**config.mk**
```make
export PLATFORM = sky130hd
export DESIGN_NAME = block_map_unit
export DESIGN_NICKNAME = d
export VERILOG_FILES = /design/src/rtl/block_map_unit.sv
export SDC_FILE = /design/constraint.sdc
export NUM_CORES = 2
export LEC_CHECK = 0
export CORE_MARGIN = 2
export CORE_UTILIZATION = 40
export DETAILED_ROUTE_END_ITERATION = 7
export SLEW_MARGIN = 0
export SYNTH_ARGS = -nofsm -noshare
export SYNTH_HDL_FRONTEND = slang
export SYNTH_SLANG_ARGS = --single-unit
```
**constraint.sdc**
```tcl
create_clock -name Clk -period 12.4 [get_ports Clk]
set_input_delay 2.48 -clock Clk [delete_from_list [all_inputs] [get_ports Clk]]
set_output_delay 2.48 -clock Clk [all_outputs]
set_load 0.01 [all_outputs]
```
**src/rtl/block_map_unit.sv**
```systemverilog
// block_map_unit: COLS x ROWS tile-id map with a registered renderer read port and question-block hits.
// Build option BLOCK_BUMP_EN adds the animated bump FSM; without it a hit rewrites the tile immediately.
module block_map_unit #(
   parameter int COLS      = 20,
   parameter int ROWS      = 15,
   parameter int ID_W      = 4,
   parameter int QBLOCK_ID = 3,
   parameter int USED_ID   = 4,
   parameter int BUMP_H    = 4
) (
   input  logic                     Clk,
   input  logic                     Reset,
   input  logic                     change_id,
   input  logic [$clog2(COLS)-1:0]  wr_col,
   input  logic [$clog2(ROWS)-1:0]  wr_row,
   input  logic [ID_W-1:0]          new_block_id,
   input  logic [$clog2(COLS)-1:0]  rd_col,
   input  logic [$clog2(ROWS)-1:0]  rd_row,
   output logic [ID_W-1:0]          rd_block_id,
   input  logic                     frame_tick,
   input  logic                     hit,
   input  logic [$clog2(COLS)-1:0]  hit_col,
   input  logic [$clog2(ROWS)-1:0]  hit_row,
   output logic                     hit_busy,
   output logic [$clog2(COLS)-1:0]  bump_col,
   output logic [$clog2(ROWS)-1:0]  bump_row,
   output logic [3:0]               bump_offset
);

   localparam int CW = $clog2(COLS);
   localparam int RW = $clog2(ROWS);
   localparam logic [CW-1:0]   COL_MAX = CW'(COLS - 1);
   localparam logic [RW-1:0]   ROW_MAX = RW'(ROWS - 1);
   localparam logic [ID_W-1:0] QID     = ID_W'(QBLOCK_ID);
   localparam logic [ID_W-1:0] UID     = ID_W'(USED_ID);

   function automatic logic in_map(input logic [CW-1:0] c, input logic [RW-1:0] r);
      return (c <= COL_MAX) && (r <= ROW_MAX);
   endfunction

   logic [ID_W-1:0] map [ROWS][COLS];

   logic            wr_ok;
   logic            rd_ok;
   logic            hit_in_map;
   logic [ID_W-1:0] hit_id;
   logic            hit_ok;
   logic            wb_en;
   logic [CW-1:0]   wb_col;
   logic [RW-1:0]   wb_row;

   assign wr_ok      = change_id && in_map(wr_col, wr_row);
   assign rd_ok      = in_map(rd_col, rd_row);
   assign hit_in_map = in_map(hit_col, hit_row);
   // Hit qualification looks at the stored id before any same-edge write lands.
   assign hit_id     = hit_in_map ? map[hit_row][hit_col] : '0;

`ifdef BLOCK_BUMP_EN
   typedef enum logic [1:0] {IDLE, UP, DOWN} bump_state_t;

   localparam logic [3:0] BUMP_TOP = 4'(BUMP_H);

   bump_state_t   state_q, state_d;
   logic [3:0]    offset_q, offset_d;
   logic [CW-1:0] col_q, col_d;
   logic [RW-1:0] row_q, row_d;

   assign hit_ok = hit && hit_in_map && (hit_id == QID) && (state_q == IDLE);

   always_ff @(posedge Clk) begin
      if (Reset) begin
         state_q  <= IDLE;
         offset_q <= '0;
         col_q    <= '0;
         row_q    <= '0;
      end else begin
         // NOTE: sequential state always uses <= so every flop samples pre-edge values.
         state_q  <= state_d;
         offset_q <= offset_d;
         col_q    <= col_d;
         row_q    <= row_d;
      end
   end

   always_comb begin
      // NOTE: every output gets a default first, so no path through the case infers a latch.
      state_d  = state_q;
      offset_d = offset_q;
      col_d    = col_q;
      row_d    = row_q;
      wb_en    = 1'b0;
      unique case (state_q)
         IDLE: begin
            if (hit_ok) begin
               col_d    = hit_col;
               row_d    = hit_row;
               offset_d = '0;
               state_d  = UP;
            end
         end
         UP: begin
            if (frame_tick) begin
               offset_d = offset_q + 4'd1;
               if (offset_d == BUMP_TOP) state_d = DOWN;
            end
         end
         DOWN: begin
            if (frame_tick) begin
               offset_d = offset_q - 4'd1;
               if (offset_d == 4'd0) begin
                  state_d = IDLE;
                  wb_en   = 1'b1;
               end
            end
         end
         default: state_d = IDLE;
      endcase
   end

   assign wb_col      = col_q;
   assign wb_row      = row_q;
   assign hit_busy    = (state_q != IDLE);
   assign bump_col    = col_q;
   assign bump_row    = row_q;
   assign bump_offset = offset_q;
`else
   logic unused_bump_cfg;

   assign hit_ok          = hit && hit_in_map && (hit_id == QID);
   assign wb_en           = hit_ok;
   assign wb_col          = hit_col;
   assign wb_row          = hit_row;
   assign hit_busy        = 1'b0;
   assign bump_col        = '0;
   assign bump_row        = '0;
   assign bump_offset     = '0;
   assign unused_bump_cfg = &{1'b0, frame_tick, 4'(BUMP_H)};
`endif

   always_ff @(posedge Clk) begin
      if (Reset) begin
         // NOTE: the map is a flop array rather than a RAM because reset must clear every entry in one edge.
         for (int r = 0; r < ROWS; r++) begin
            for (int c = 0; c < COLS; c++) begin
               map[RW'(r)][CW'(c)] <= '0;
            end
         end
         rd_block_id <= '0;
      end else begin
         rd_block_id <= rd_ok ? map[rd_row][rd_col] : '0;
         if (wb_en) map[wb_row][wb_col] <= UID;
         // Issued after the writeback so a colliding change_id is the value that sticks.
         if (wr_ok) map[wr_row][wr_col] <= new_block_id;
      end
   end

endmodule
```
### Yosys cells after proc, flatten, opt, wreduce, memory -nomap -nowiden

Memory sizes are Yosys's and may differ from the RTL's.
Index checks and enable logic that the tools add are counted.
W data, S select, Z words.

| word-level totals | value |
|---|---|
| register bits after elaboration | 4 |
| bits in latches | 0 |
| RAM bits | 1,200 |
| bits in read-only memories | 0 |
| input port bits | 36 |
| logic and storage cells | 54 |
| memories | 1 |

Memory list:

| memory | words | bits a word | rd ports | clocked after Yosys merged registers in | write ports | RTL line | text |
|---|---|---|---|---|---|---|---|
| map | 15 | 80 | 2 | 0 | 15 | 41 | `logic [ID_W-1:0] map [ROWS][COLS];` |

| cells by class | value |
|---|---|
| $add $sub $neg | 0 |
| multipliers | 0 |
| div/mod/pow operators | 0 |
| $lt $le $gt $ge | 11 |
| equality and inequality tests | 1 |
| shift operators | 0 |
| muxes and demuxes | 25 |
| bitwise logic cells | 4 |
| reductions and logical operators | 11 |

Operators by type and width:

| kind | number |
|---|---|
| $mux W80 | 6 |
| $reduce_or A80 Y1 | 2 |
| $bmux W4 S5 | 2 |
| $demux W4 S5 | 2 |
| $mux W4 | 9 |
| $ge A6 B6 Y1 const B | 3 |
| $not A5 Y6 | 3 |
| $le A5 B5 Y1 const B | 3 |
| $le A4 B4 Y1 const B | 3 |
| $lt A6 B1 Y1 const B | 2 |
| $logic_and A1 B1 Y1 | 8 |
| $mux W1 | 6 |
| $eq A4 B2 Y1 const B | 1 |
| $reduce_or A2 Y1 | 1 |
| $not A1 Y1 | 1 |

### Longest topological paths before layout

| logic depth | value |
|---|---|
| depth in word-level cells | 12 |
| depth in mapped cells | 17 |

### Worst setup path after synthesis

No wires, ideal clock.

| timing | value |
|---|---|
| kind | input port to flip-flop |
| start point | input rd_row[0] |
| end point | register rd_block_id[0] |
| setup time | 0.120 ns |
| arrival time | 5.486 ns |
| data required time | 12.280 ns |
| setup slack | 6.794 ns |
| cell stages on the path | 9 |
| cells stage by stage | clkbuf_1 buf_2 clkbuf_1 buf_1 mux4_2 mux4_2 mux4_2 nand2_1 a21oi_1 |

| between the ends | value |
|---|---|
| cells in the longest elaborated chain, start to end | 4 |
| elaborated cells on any way between the ends | 8 |

Ends and longest elaborated chain:

| item | RTL line | text |
|---|---|---|
| start: declaration | 18 | `input logic [$clog2(ROWS)-1:0] rd_row,` |
| $mem_v2 Z15 W80 / $le A4 B4 Y1 (equally long branches) | - |  |
| $bmux W4 S5 / $logic_and A1 B1 Y1 (equally long branches) | 150, 38 |  |
| $mux W4 (implied by the code) / $not A1 Y1 (equally long branches) | - |  |
| $mux W4 (implied by the code) / $reduce_or A2 Y1 (equally long branches) | - |  |
| end signal: assignment | 150 | `rd_block_id <= rd_ok ? map[rd_row][rd_col] : '0;` |
| end: declaration | 19 | `output logic [ID_W-1:0] rd_block_id,` |

Parallel ways exist; a longest one is shown, timed or not. The select of a mux whose other input is x is not followed.
A chain may end at the register's enable or synchronous reset.

==> summary.txt <==
Outcome
  – Status: finished clean

Routing
  – DRC: 0
  – DR WL/cell: between 30 and 40 um
  – Via-per-instance ratio: 6.71
  – First DRT Iteration DRCs: slightly above 10000
  – Via count: a little under 60000
  – Drt pass-1 iters: 8
  – Drt total wl: 295000 um
  – Routed Antenna Nets: 0

Pwr
  – Power per cell area: about 130 nW/um^2
  – Sw Ratio: around a quarter
  – Seq pwr share: roughly 47%
  – Clock power share: between 40% and 50%
  – P_leak: 27.7 nW
  – Switching Power: ~0.0027 W
  – Max rail drop VDD: 0.000111 V
  – Final Power: 0.0103 W
  – Gate power share: 11.2%
  – Int Power: 0.00756 W

Cells and area
  – Utilization after layout: 44.1%
  – Most common cell after layout, fill and taps aside: edfxtp_1
  – Fin nets: around 6200
  – Area growth from synthesis to layout: 9.66%
  – Multi-input gate area: between 30000 and 40000 um^2
  – Share of cells above drive strength 1: ~18%
  – Filler Cell Count: about 17000
  – Commonest non-fill, non-tap cells in the layout: 960 x edfxtp_1, 924 x nor2_1, 570 x mux4_2, 357 x and3_1, 357 x and2_1
  – Register Area: about 35000 um^2
  – Non-Filler Instances: 8779

Global routing
  – All-Layer GR Usage: 31.0%
  – Number of global-route vias before repair: roughly 55000
  – Global-route wire length before repair: 414000 um
  – Initial antenna violation count: 27
  – Grt total ovfl: 0
  – Largest net degree at the start of global routing: ~120

Die
  – I/O Pins: 54
  – Num rows: between 150 and 200
  – Core region area: between 150000 and 200000 um^2
  – Initial Util: between 40% and 50%
  – Die Area: about 190000 um^2
  – Die X: between 400 and 500 um
  – Die height: around 430 um

Run
  – Max Cap Viol: 0

Worst setup path
  – CP bufs+invs: 4
  – Worst EP arrival: 8.63 ns
  – Startpoint Class: primary input
  – CP max FO: 76
  – Critical path's slowest cell: nor2b_2
  – Reg-to-reg slack, setup: 6.88 ns
  – Crit. Startpoint: hit_row[0]
  – Required @ worst endpoint: between 10 and 15 ns
  – Critical path's top delay family: buffers and inverters
  – Crit Path Class: primary input to flop
  – Critical Path End Type: flop
  – Reg-to-reg startpoint: map[3][21]$_DFFE_PP_
  – Critical path, cell by cell: buf_8, buf_12, nor2b_2, buf_4, a22oi_1, and3_1, a31oi_1, a311o_1, nand4_1, a2111o_2, nand4_1, buf_4, o21ai_0
  – Slowest stage delay, CP: between 0.8 and 0.9 ns

Clock network
  – Total CTS buffers: 145
  – Hold buffer count at CTS: 0
  – CTS tree: done
  – Num Clock Sinks: 1284
  – Worst-path clk slew: around 0.060 ns
  – Post-CTS sizing: 0
  – Post-CTS Setup Bufs: 0
  – Clock latency on the worst-skew pair: 0.84 ns
  – Root buffer cell: clkbuf_16
  – Clk buf depth: 3
  – Htree depth: 4

Place
  – IO Port Bufs: 38
  – Placed cells: between 8000 and 9000
  – Post-DP HPWL: about 190000 um
  – Placer Congestion: a little under 1

Worst hold path
  – Hold Crit Class: flop to flop
  – HP Start: map[15][30]$_DFF_P_

Synthesis
  – Main synth FF type: edfxtp_1
  – Netlist cell types: 75
  – Synthesized cell area: roughly 73000 um^2
  – Seq cells post-synth: 1284
  – EDFF count, synth: 960
  – Synth Area per Inst: between 10 and 15 um^2
  – Sequential-to-total area share from yosys stat: about half
  – Fraction of registers with async set/reset: 0%
  – Post-Syn Instances: between 6000 and 7000
  – Yosys warning total: 0

Timing
  – Fin Clk Skew: between 0.04 and 0.05 ns
  – Final Hold Viols: 0
  – Final worst path period need: just over 8 ns
  – Worst slew margin: 9.44%
  – Final Hold Slack: about 0.37 ns
  – Slew @ Worst Pin: around 1.4 ns
  – Max Clock Freq: approximately 120 MHz
  – Slew Viols, Final: 0
  – Unrepaired setup endpoints after global routing: false
  – Period utilization: between 60% and 70%
  – Final setup viols: 0
  – Sum Neg Setup Slack: 0 ns
synthesized netlist by cell type (127+ instances only):
master / instances / area [um^2]
nor2_1: 943 / 3540
and3_1: 357 / 2230
nand2_1: 280 / 1050
nor3b_1: 227 / 1700
edfxtp_1: 960 / 28800
mux4_2: 570 / 12800
a21oi_1: 354 / 1770
dfxtp_1: 324 / 6490
nand3_1: 127 / 636
and2_1: 358 / 2240
nor3_1: 179 / 896
clkbuf_1: 493 / 1850
o21ai_0: 270 / 1350
stage by stage:
stage	worst slack, ns	area (um^2)
floorplan	6.79	74000
global placement	3.77	75900
detailed placement	3.78	75900
CTS	4.61	80500
global route	4.37	80500
finish	4.25	80600
state kept, by name, indices dropped and copies added, names as in the netlist:
signal / flops
map: 1280
rd_block_id: 4
layer usage:
layer	GRT usage [%]	wire, um	vias to the layer above
met5	0	112	-
li1	-	-	23981
met2	45.7	129000	4570
met3	10.6	40900	1027
met4	20.0	21700	18
met1	38.9	104000	29320
path summary, 6_finish.rpt:
check,end,cells past startpoint
worst max-delay path,map[14][36]$_DFFE_PP_,13
worst min-delay path,map[15][30]$_DFF_P_,0
worst max register to register,map[2][29]$_DFFE_PP_,10
worst min register to register,map[15][30]$_DFF_P_,0
layout make-up:
cell class,count,share of cell area [%]
multi-input cells,4546,44.5
flip-flops and latches,1284,43.8
clock buffers,218,5.17
well taps,2464,3.83
repair buffers,180,1.96
clock inverters,50,0.585
inverters,15,0.0699
diodes,22,0.0683
power groups by stage:
stage / Clock [W] / Combinational (W) / Sequential (W)
floorplan: 0 / 0.000691 / 0.00487
global placement: 0 / 0.00109 / 0.00491
detailed placement: 0 / 0.00110 / 0.00491
CTS: 0.00433 / 0.00110 / 0.00483
global route: 0.00450 / 0.00117 / 0.00484
finish: 0.00433 / 0.00115 / 0.00483
kinds of logic after synthesis:
group | after synthesis | share of synthesized area (%)
simple gates | 2589 | 17.8
flops | 1284 | 48.1
compound gates | 1153 | 11.1
buf+inv | 706 | 4.20
mux | 670 | 18.9
other cells | 1 | 0.00510
worst reg2reg max path: cells and delay by family (launching register included):
kind	cells	cell delay, ns
simple gates	1	0.73
buf+inv	1	0.51
compound gates	6	3.10
mux	2	0.43
flops	1	0.39
Power figures use the tool's default switching activity.
